<file path="src/rtl/edge_pkg.sv">
// Shared types and constants for the Sobel edge pipeline.
// Window indexing: element k = 3*row + col, row 0 / col 0 oldest.
package edge_pkg;

    localparam int PIX_W  = 8;

    localparam int WIN_TL = 0;
    localparam int WIN_C  = 4;
    localparam int WIN_BR = 8;

    typedef logic [PIX_W-1:0] pix_t;

endpackage

</file>
<file path="src/rtl/line_buffer.sv">
// One image row of pixel storage, single port at a common address.
// Read is combinational and returns the value from before this cycle's write.
module line_buffer #(
    parameter  int DEPTH = 256,
    parameter  int WIDTH = 8,
    localparam int AW    = (DEPTH > 1) ? $clog2(DEPTH) : 1
) (
    input  logic             clk,
    input  logic             we,
    input  logic [AW-1:0]    addr,
    input  logic [WIDTH-1:0] wdata,
    output logic [WIDTH-1:0] rdata
);

    logic [WIDTH-1:0] mem_q [DEPTH];

    assign rdata = mem_q[addr];

    always_ff @(posedge clk) begin
        if (we) begin
            mem_q[addr] <= wdata;
        end
    end

endmodule

</file>
<file path="src/rtl/sobel_window_gen.sv">
// 3x3 neighbourhood generator for the Sobel operator, one window per interior pixel.
// Define WIN_COORD_EN to add the registered centre coordinates out_x/out_y.
module sobel_window_gen #(
    parameter  int IMG_W = 256,
    parameter  int IMG_H = 256,
    parameter  int PIX_W = edge_pkg::PIX_W,
    localparam int CW    = $clog2(IMG_W),
    localparam int RW    = $clog2(IMG_H)
) (
    input  logic               clk,
    input  logic               rst_n,
    input  logic               in_valid,
    output logic               in_ready,
    input  logic [PIX_W-1:0]   in_pixel,
    input  logic               in_sof,
    output logic               out_valid,
    input  logic               out_ready,
    output logic [9*PIX_W-1:0] out_win,
    output logic               out_eof
`ifdef WIN_COORD_EN
    ,
    output logic [CW-1:0]      out_x,
    output logic [RW-1:0]      out_y
`endif
);

    import edge_pkg::*;

    logic               accept;
    logic               emit;
    logic [CW-1:0]      col_q, col_d, ecol;
    logic [RW-1:0]      row_q, row_d, erow;
    logic [PIX_W-1:0]   lb0_rd, lb1_rd;
    logic [3*PIX_W-1:0] newcol;
    logic [9*PIX_W-1:0] win_q, win_d;
    logic               out_valid_q, out_valid_d;
    logic [9*PIX_W-1:0] out_win_q;
    logic               out_eof_q;

    assign in_ready  = !out_valid_q || out_ready;
    assign accept    = in_valid && in_ready;
    assign out_valid = out_valid_q;
    assign out_win   = out_win_q;
    assign out_eof   = out_eof_q;

    // Start of frame overrides whatever position the counters hold.
    assign ecol = in_sof ? '0 : col_q;
    assign erow = in_sof ? '0 : row_q;
    assign emit = accept && (ecol >= CW'(2)) && (erow >= RW'(2));

    assign newcol = {in_pixel, lb1_rd, lb0_rd};

    always_comb begin
        col_d = col_q;
        row_d = row_q;
        if (accept) begin
            if (ecol == CW'(IMG_W-1)) begin
                col_d = '0;
                row_d = (erow == RW'(IMG_H-1)) ? '0 : erow + 1'b1;
            end else begin
                col_d = ecol + 1'b1;
                row_d = erow;
            end
        end
    end

    always_comb begin
        win_d = win_q;
        if (accept) begin
            for (int r = 0; r < 3; r++) begin
                win_d[PIX_W*(3*r)   +: PIX_W] = win_q[PIX_W*(3*r+1) +: PIX_W];
                win_d[PIX_W*(3*r+1) +: PIX_W] = win_q[PIX_W*(3*r+2) +: PIX_W];
                win_d[PIX_W*(3*r+2) +: PIX_W] = newcol[PIX_W*r +: PIX_W];
            end
        end
    end

    always_comb begin
        out_valid_d = out_valid_q;
        if (emit) begin
            out_valid_d = 1'b1;
        end else if (out_ready) begin
            out_valid_d = 1'b0;
        end
    end

    line_buffer #(.DEPTH(IMG_W), .WIDTH(PIX_W)) u_lb1 (
        .clk   (clk),
        .we    (accept),
        .addr  (ecol),
        .wdata (in_pixel),
        .rdata (lb1_rd)
    );

    line_buffer #(.DEPTH(IMG_W), .WIDTH(PIX_W)) u_lb0 (
        .clk   (clk),
        .we    (accept),
        .addr  (ecol),
        .wdata (lb1_rd),
        .rdata (lb0_rd)
    );

    always_ff @(posedge clk or negedge rst_n) begin
        if (!rst_n) begin
            col_q       <= '0;
            row_q       <= '0;
            win_q       <= '0;
            out_valid_q <= 1'b0;
            out_win_q   <= '0;
            out_eof_q   <= 1'b0;
        end else begin
            col_q       <= col_d;
            row_q       <= row_d;
            win_q       <= win_d;
            out_valid_q <= out_valid_d;
            if (emit) begin
                out_win_q <= win_d;
                out_eof_q <= (ecol == CW'(IMG_W-1)) && (erow == RW'(IMG_H-1));
            end
        end
    end

`ifdef WIN_COORD_EN
    logic [CW-1:0] x_q;
    logic [RW-1:0] y_q;

    assign out_x = x_q;
    assign out_y = y_q;

    always_ff @(posedge clk or negedge rst_n) begin
        if (!rst_n) begin
            x_q <= '0;
            y_q <= '0;
        end else if (emit) begin
            x_q <= ecol - 1'b1;
            y_q <= erow - 1'b1;
        end
    end
`endif

endmodule

</file>
<file path="config.mk">
export PLATFORM = sky130hd
export DESIGN_NAME = sobel_window_gen
export DESIGN_NICKNAME = d
export VERILOG_FILES = /design/src/rtl/edge_pkg.sv /design/src/rtl/line_buffer.sv /design/src/rtl/sobel_window_gen.sv
export SDC_FILE = /design/constraint.sdc
export NUM_CORES = 2
export LEC_CHECK = 0
export BUFFER_PORTS_ARGS = -buffer_cell sky130_fd_sc_hd__buf_2
export CORE_MARGIN = 5
export CORE_UTILIZATION = 33
export CTS_CLUSTER_SIZE = 28
export DETAILED_ROUTE_END_ITERATION = 16
export GPL_ROUTABILITY_DRIVEN = 0
export HOLD_SLACK_MARGIN = 0.1
export PLACE_DENSITY = 0.52
export SLEW_MARGIN = 20
export SYNTH_ARGS = -nofsm -noshare
export SYNTH_HDL_FRONTEND = slang
export SYNTH_SLANG_ARGS = --single-unit
export TNS_END_PERCENT = 30
</file>
<file path="constraint.sdc">
create_clock -name clk -period 10.2 [get_ports clk]
set_input_delay 0.51 -clock clk [delete_from_list [all_inputs] [get_ports clk]]
set_output_delay 0.51 -clock clk [all_outputs]
set_load 0.02 [all_outputs]
</file>
======== Yosys cells after proc, flatten, opt, wreduce, memory -nomap -nowiden ========
Memory sizes are Yosys's and may differ from the RTL's.
Index checks and enable logic that the tools add are counted.
Widths: inputs -> output; s select.
storage, ports and cells
  RAM bits ................................ 4096
  logic and storage cells ................. 31
  memories ................................ 2
  bits of input ports ..................... 13
  output and inout bits ................... 75
  flip-flop bits (word level) ............. 162
memories
  memory       words  bits a word  rd ports  clocked after Yosys merged registers in  wr ports  RTL line           source
  u_lb0.mem_q  256    8            1         0                                        1         line_buffer.sv:15  logic [WIDTH-1:0] mem_q [DEPTH];
  u_lb1.mem_q  256    8            1         0                                        1         line_buffer.sv:15
cells by class
  reduce and logical (&&, ||, !) cells .... 7
  magnitude comparators ................... 2
  add/sub/neg operators ................... 2
  equal/unequal tests ..................... 2
  multiplexer cells ....................... 10
operator list
  kind                 number
  $mux 72              1
  $mux 8               5
  $add 8x1->8 const B  2
  $eq 8x8->1 const B   2
  $ge 8x2->1 const B   2
  $logic_and 1x1->1    4
  $mux 1               4
  $reduce_bool 2->1    1
  $logic_not 1->1      1
  $logic_or 1x1->1     1

======== Longest topological paths before layout ========
  word-level depth ........................ 6
  gate-level depth with buffers ........... 15
  mapped depth without buffers ............ 10

======== By module ========
Synthesis repeated with hierarchy kept, for this count alone.
unflattened totals
  cell total of the unflattened synthesis .. 7524
  area total of the unflattened synthesis .. 163449.3 µm²
modules (own cells, without submodules)
  module            area an instance (µm²)  seq. area each (µm²)  cells each  instances
  line_buffer       78332.6                 61499.0               3539        2
  sobel_window_gen  6784.0                  4053.9                446         1

======== Worst setup path after synthesis ========
Ideal clock, no wire load.
  path kind ............................... input to register
  start point ............................. input in_sof
  end point ............................... memory u_lb0.mem_q[0][1], data pin
  required time ........................... 8.688 ns
  cell stages on the path ................. 8
  buffers on the path ..................... 3
  slack ................................... -0.006 ns
  arrival time ............................ 8.694 ns
  cells stage by stage .................... or4b_2 > buf_2 > buf_2 > clkbuf_1 > o221a_2 > a31oi_1 > nor4_1 > o21bai_1
between the ends
  longest elaborated chain between the ends .. 2
RTL lines
  what           RTL line                source
  from (decl)    sobel_window_gen.sv:15  input logic in_sof,
  $mux 8         sobel_window_gen.sv:47  assign ecol = in_sof ? '0 : col_q;
  $mem_v2 256x8  -
  via lb1_rd[1]  sobel_window_gen.sv:33  logic [PIX_W-1:0] lb0_rd, lb1_rd;
  to (decl)      line_buffer.sv:15
The timed path passes the listed nets, and every way through them passes these cells.

======== Final worst setup path ========
  start point ............................. register col_q[0]
  end point ............................... memory u_lb0.mem_q[240][5], data pin
between the ends
  longest elaborated chain between the ends .. 2
RTL lines
  what                    RTL line                 source
  from (decl)             sobel_window_gen.sv:31   logic [CW-1:0] col_q, col_d, ecol;
  from (signal assigned)  sobel_window_gen.sv:112  col_q <= col_d;
  $mux 8                  sobel_window_gen.sv:47
  $mem_v2 256x8           -
  via lb1_rd[5]           sobel_window_gen.sv:33
The timed path passes the listed nets, and every way through them passes these cells.

==> flow_summary.json <==
{
  "synth_ff_type": "edfxtp_1",
  "slew_viol_final": 0,
  "portBuffers": 87,
  "synth-xor-area-share": 0.000104,
  "rows": 262,
  "routed_via_density": 5.70,
  "worstHoldPathType": "in2async",
  "crit_type": "reg2reg",
  "timing.reg2reg.setup_slack_ns": 3.20,
  "placeableCoreArea_mm2": 0.508,
  "first_iter_violations": 13900,
  "yosys.area_share.adder": 0.000223,
  "die_h_um": 724,
  "start_util": 0.330,
  "r2r-end": "u_lb0.mem_q[240][5]",
  "power_mw": 45.0,
  "clock_latency_ns": 1.06,
  "seq_area_frac_synth": 0.756,
  "post-route-util": 0.380,
  "hold_buffers": 11,
  "crit_fanout": 83,
  "cts_buffer_depth": 4,
  "grt_overflow": 0,
  "syn-cell-area_mm2": 0.168,
  "grt_start_max_net_pins": 193,
  "preCtsSetupSlack_ns": 3.28,
  "p_sw_frac": 0.297,
  "arrival_ns": 7.65,
  "numCtsBuffers": 438,
  "internal_power_mw": 31.6,
  "syn-num-nets": 10800,
  "fin_nets": 11100,
  "switchingPower_mw": 13.4,
  "clock_skew_ns": 0.0726,
  "vias": 104000,
  "slowest_delay_ns": 0.75,
  "ys_types": 86,
  "first_global_vias": 99300,
  "finalHoldViolCount": 0,
  "drtAntennaViolNets": 0,
  "drc": 0,
  "synth-edff-count": 4096,
  "cts_max_level": 5,
  "start_kind": "flip-flop",
  "die_width_um": 724,
  "pwr-share-clk": 0.350,
  "powerDensity_mw_per_mm2": 233,
  "reg2reg_depth": 12,
  "drtPass1Iterations": 8,
  "synth-compound-area-share": 0.0882,
  "leakagePower_nw": 61.9,
  "cp.required_ns": 10.85,
  "die_area_mm2": 0.524,
  "crit_slowest_cell": "nor4_1",
  "fin_crit_sh": 0.686,
  "crit_path_cell_trace": "nor2b_4, inv_8, buf_4, buf_12, mux2i_1, o22ai_1, nor4_1, o22ai_1, nor4_2, o211ai_4, buf_4, buf_4",
  "drive_above_1_share": 0.166,
  "met1Wirelength_um": 236000,
  "cts_root_buf": "clkbuf_16",
  "seqPwrFrac": 0.470,
  "ctsResizeCount": 0,
  "cts.sinks": 4258,
  "met2WireLength_um": 267000,
  "synthArstFlopShare": 0.0380,
  "clock.fmax_mhz": 143,
  "wl_met3_um": 58800,
  "slew_headroom": 0.122,
  "fin_tns_setup_ns": 0,
  "yosys_register_bits": 4258,
  "rsz0062_at_grt": "no",
  "area_delta_synth_final_pct": 14.9,
  "post_cts_buffers": 0,
  "grt_usage": 0.216,
  "top_layer": "met5",
  "grt_pass1_wl_um": 807000,
  "yosys.area_share.simple": 0.0750,
  "antenna_found_initial": 34,
  "cts_tree": "built",
  "setup_violations": 0,
  "fin_ws_ns": 3.20,
  "cpMostUsedCell": "buf_4",
  "io_pins": 88,
  "drv_cap": 0,
  "dp_hpwl_um": 330000,
  "ir_drop_mv": 0.316,
  "wl_per_cell_um": 32.3,
  "synth_top_family_by_area": "compound AO/OA/AOI/OAI gates",
  "crit_path_end_kind": "flip-flop",
  "ys_warn_count": 0,
  "syn_area_per_cell_um2": 15.5,
  "timing.critical_path.max_delay_family": "buffers and inverters",
  "worstMarginPinSlew_ns": 1.30,
  "pwr-share-comb": 0.179,
  "r2r_start": "col_q[0]",
  "muxShareOfSynthArea": 0.0555,
  "path_clk_slew_ns": 0.06,
  "wirelength_um": 587000,
  "fin_crit_ns": 7.00,
  "path_buf_inv": 5,
  "netlist_instances": 10800,
  "status": "completed"
}
worst max-delay path by stage:
stage | startpoint | end | slack [ns] | cells past startpoint
2_1_floorplan | in_sof | u_lb0.mem_q[0][7] | 1.01 | 9
3_3_place_gp | in_sof | out_win[40] | 3.13 | 13
3_5_place_dp | in_sof | u_lb0.mem_q[243][5] | 3.28 | 13
4_1_cts | col_q[0] | u_lb0.mem_q[126][4] | 3.30 | 11
5_1_grt | col_q[0] | win_q[47] | 3.21 | 12
6_report | col_q[0] | u_lb0.mem_q[240][5] | 3.20 | 12
cell usage after synthesis, types with 167 or more instances:
cell type,n,area (µm²)
a211oi_1,406,3050
a21oi_1,214,1070
a311oi_1,352,3080
a31oi_1,195,1220
buf_2,383,1920
clkbuf_1,273,1020
edfxtp_1,4096,123000
mux2_2,319,3590
mux2i_1,552,5530
nand2_1,1537,5770
nand3_1,167,836
nor2_1,259,972
nor2b_1,361,2260
o21ai_0,269,1350
layout by cell type (no fill, tap or decap), types with 18 or more instances in the layout:
cell type,count
inv_1,57
mux2_2,319
a311oi_1,352
nor2_4,24
clkbuf_1,95
a21oi_1,213
nor3_2,61
buf_2,77
o22ai_1,147
mux2i_1,552
a41oi_1,24
clkinv_1,96
clkbuf_16,443
a211oi_1,405
nor2b_1,357
buf_4,468
o221a_2,50
nor3_1,95
nor2_2,97
dfrtp_1,160
o21ai_0,269
a31oi_1,190
nand2_1,1528
nor4_2,32
nand3_1,157
a311o_1,24
nor3b_1,62
clkinv_2,91
nor4_1,89
a222oi_1,22
o41ai_1,18
bufinv_16,33
buf_12,41
and2_1,19
o221ai_1,162
a221oi_1,52
edfxtp_1,4096
nor2_1,140
through the flow:
stage          hold WS, ns  instance area, µm²  cells
2_1_floorplan        0.214              168000  10800
3_3_place_gp         0.450              179000  17300
3_5_place_dp         0.456              179000  17300
4_1_cts              0.190              193000  18200
5_1_grt              0.220              193000  18200
6_report             0.184              193000  18200
flip-flops by register name, indices dropped and copies added, names as in the netlist:
register and cells:
out_win 72, u_lb0.mem_q 2048, win_q 72, col_q 8
row_q 8, out_eof 1, u_lb1.mem_q 2048, out_valid 1
final cells by class:
| type | instances | area [µm²] |
|---|---|---|
| Fill cell | 46800 | 315000 |
| Sequential cell | 4258 | 127000 |
| Multi-Input combinational cell | 5692 | 38200 |
| Clock buffer | 553 | 11600 |
| Tap cell | 6732 | 8420 |
| Timing Repair Buffer | 612 | 5070 |
| Clock inverter | 256 | 2350 |
| Inverter | 61 | 259 |
| Antenna cell | 14 | 35.0 |
routing by layer:
| layer | GRT usage | vias up |
|---|---|---|
| met5 | 0 | - |
| met4 | 0.0851 | 14 |
| met3 | 0.0456 | 1047 |
| met2 | 0.339 | 5933 |
| met1 | 0.294 | 53800 |
| li1 | - | 42900 |
kinds of logic after synthesis:
family	count (synthesis)
AO/OA/AOI/OAI	2036
flip-flops	4258
adder cells (fa/ha/maj)	3
AND/OR/NAND/NOR	2768
XOR/XNOR	2
multiplexers	883
buffers and inverters	862
power groups by stage:
stage                     combinational, mW  sequential [mW]  clock (mW)
after CTS                              7.95             21.2        16.0
after floorplan                        3.74             22.2           0
after global placement                 7.76             21.5           0
after detailed placement               7.93             21.5           0
final                                  8.06             21.2        15.8
after global routing                   8.35             21.2        16.7
(Power assumes the default switching activity.)
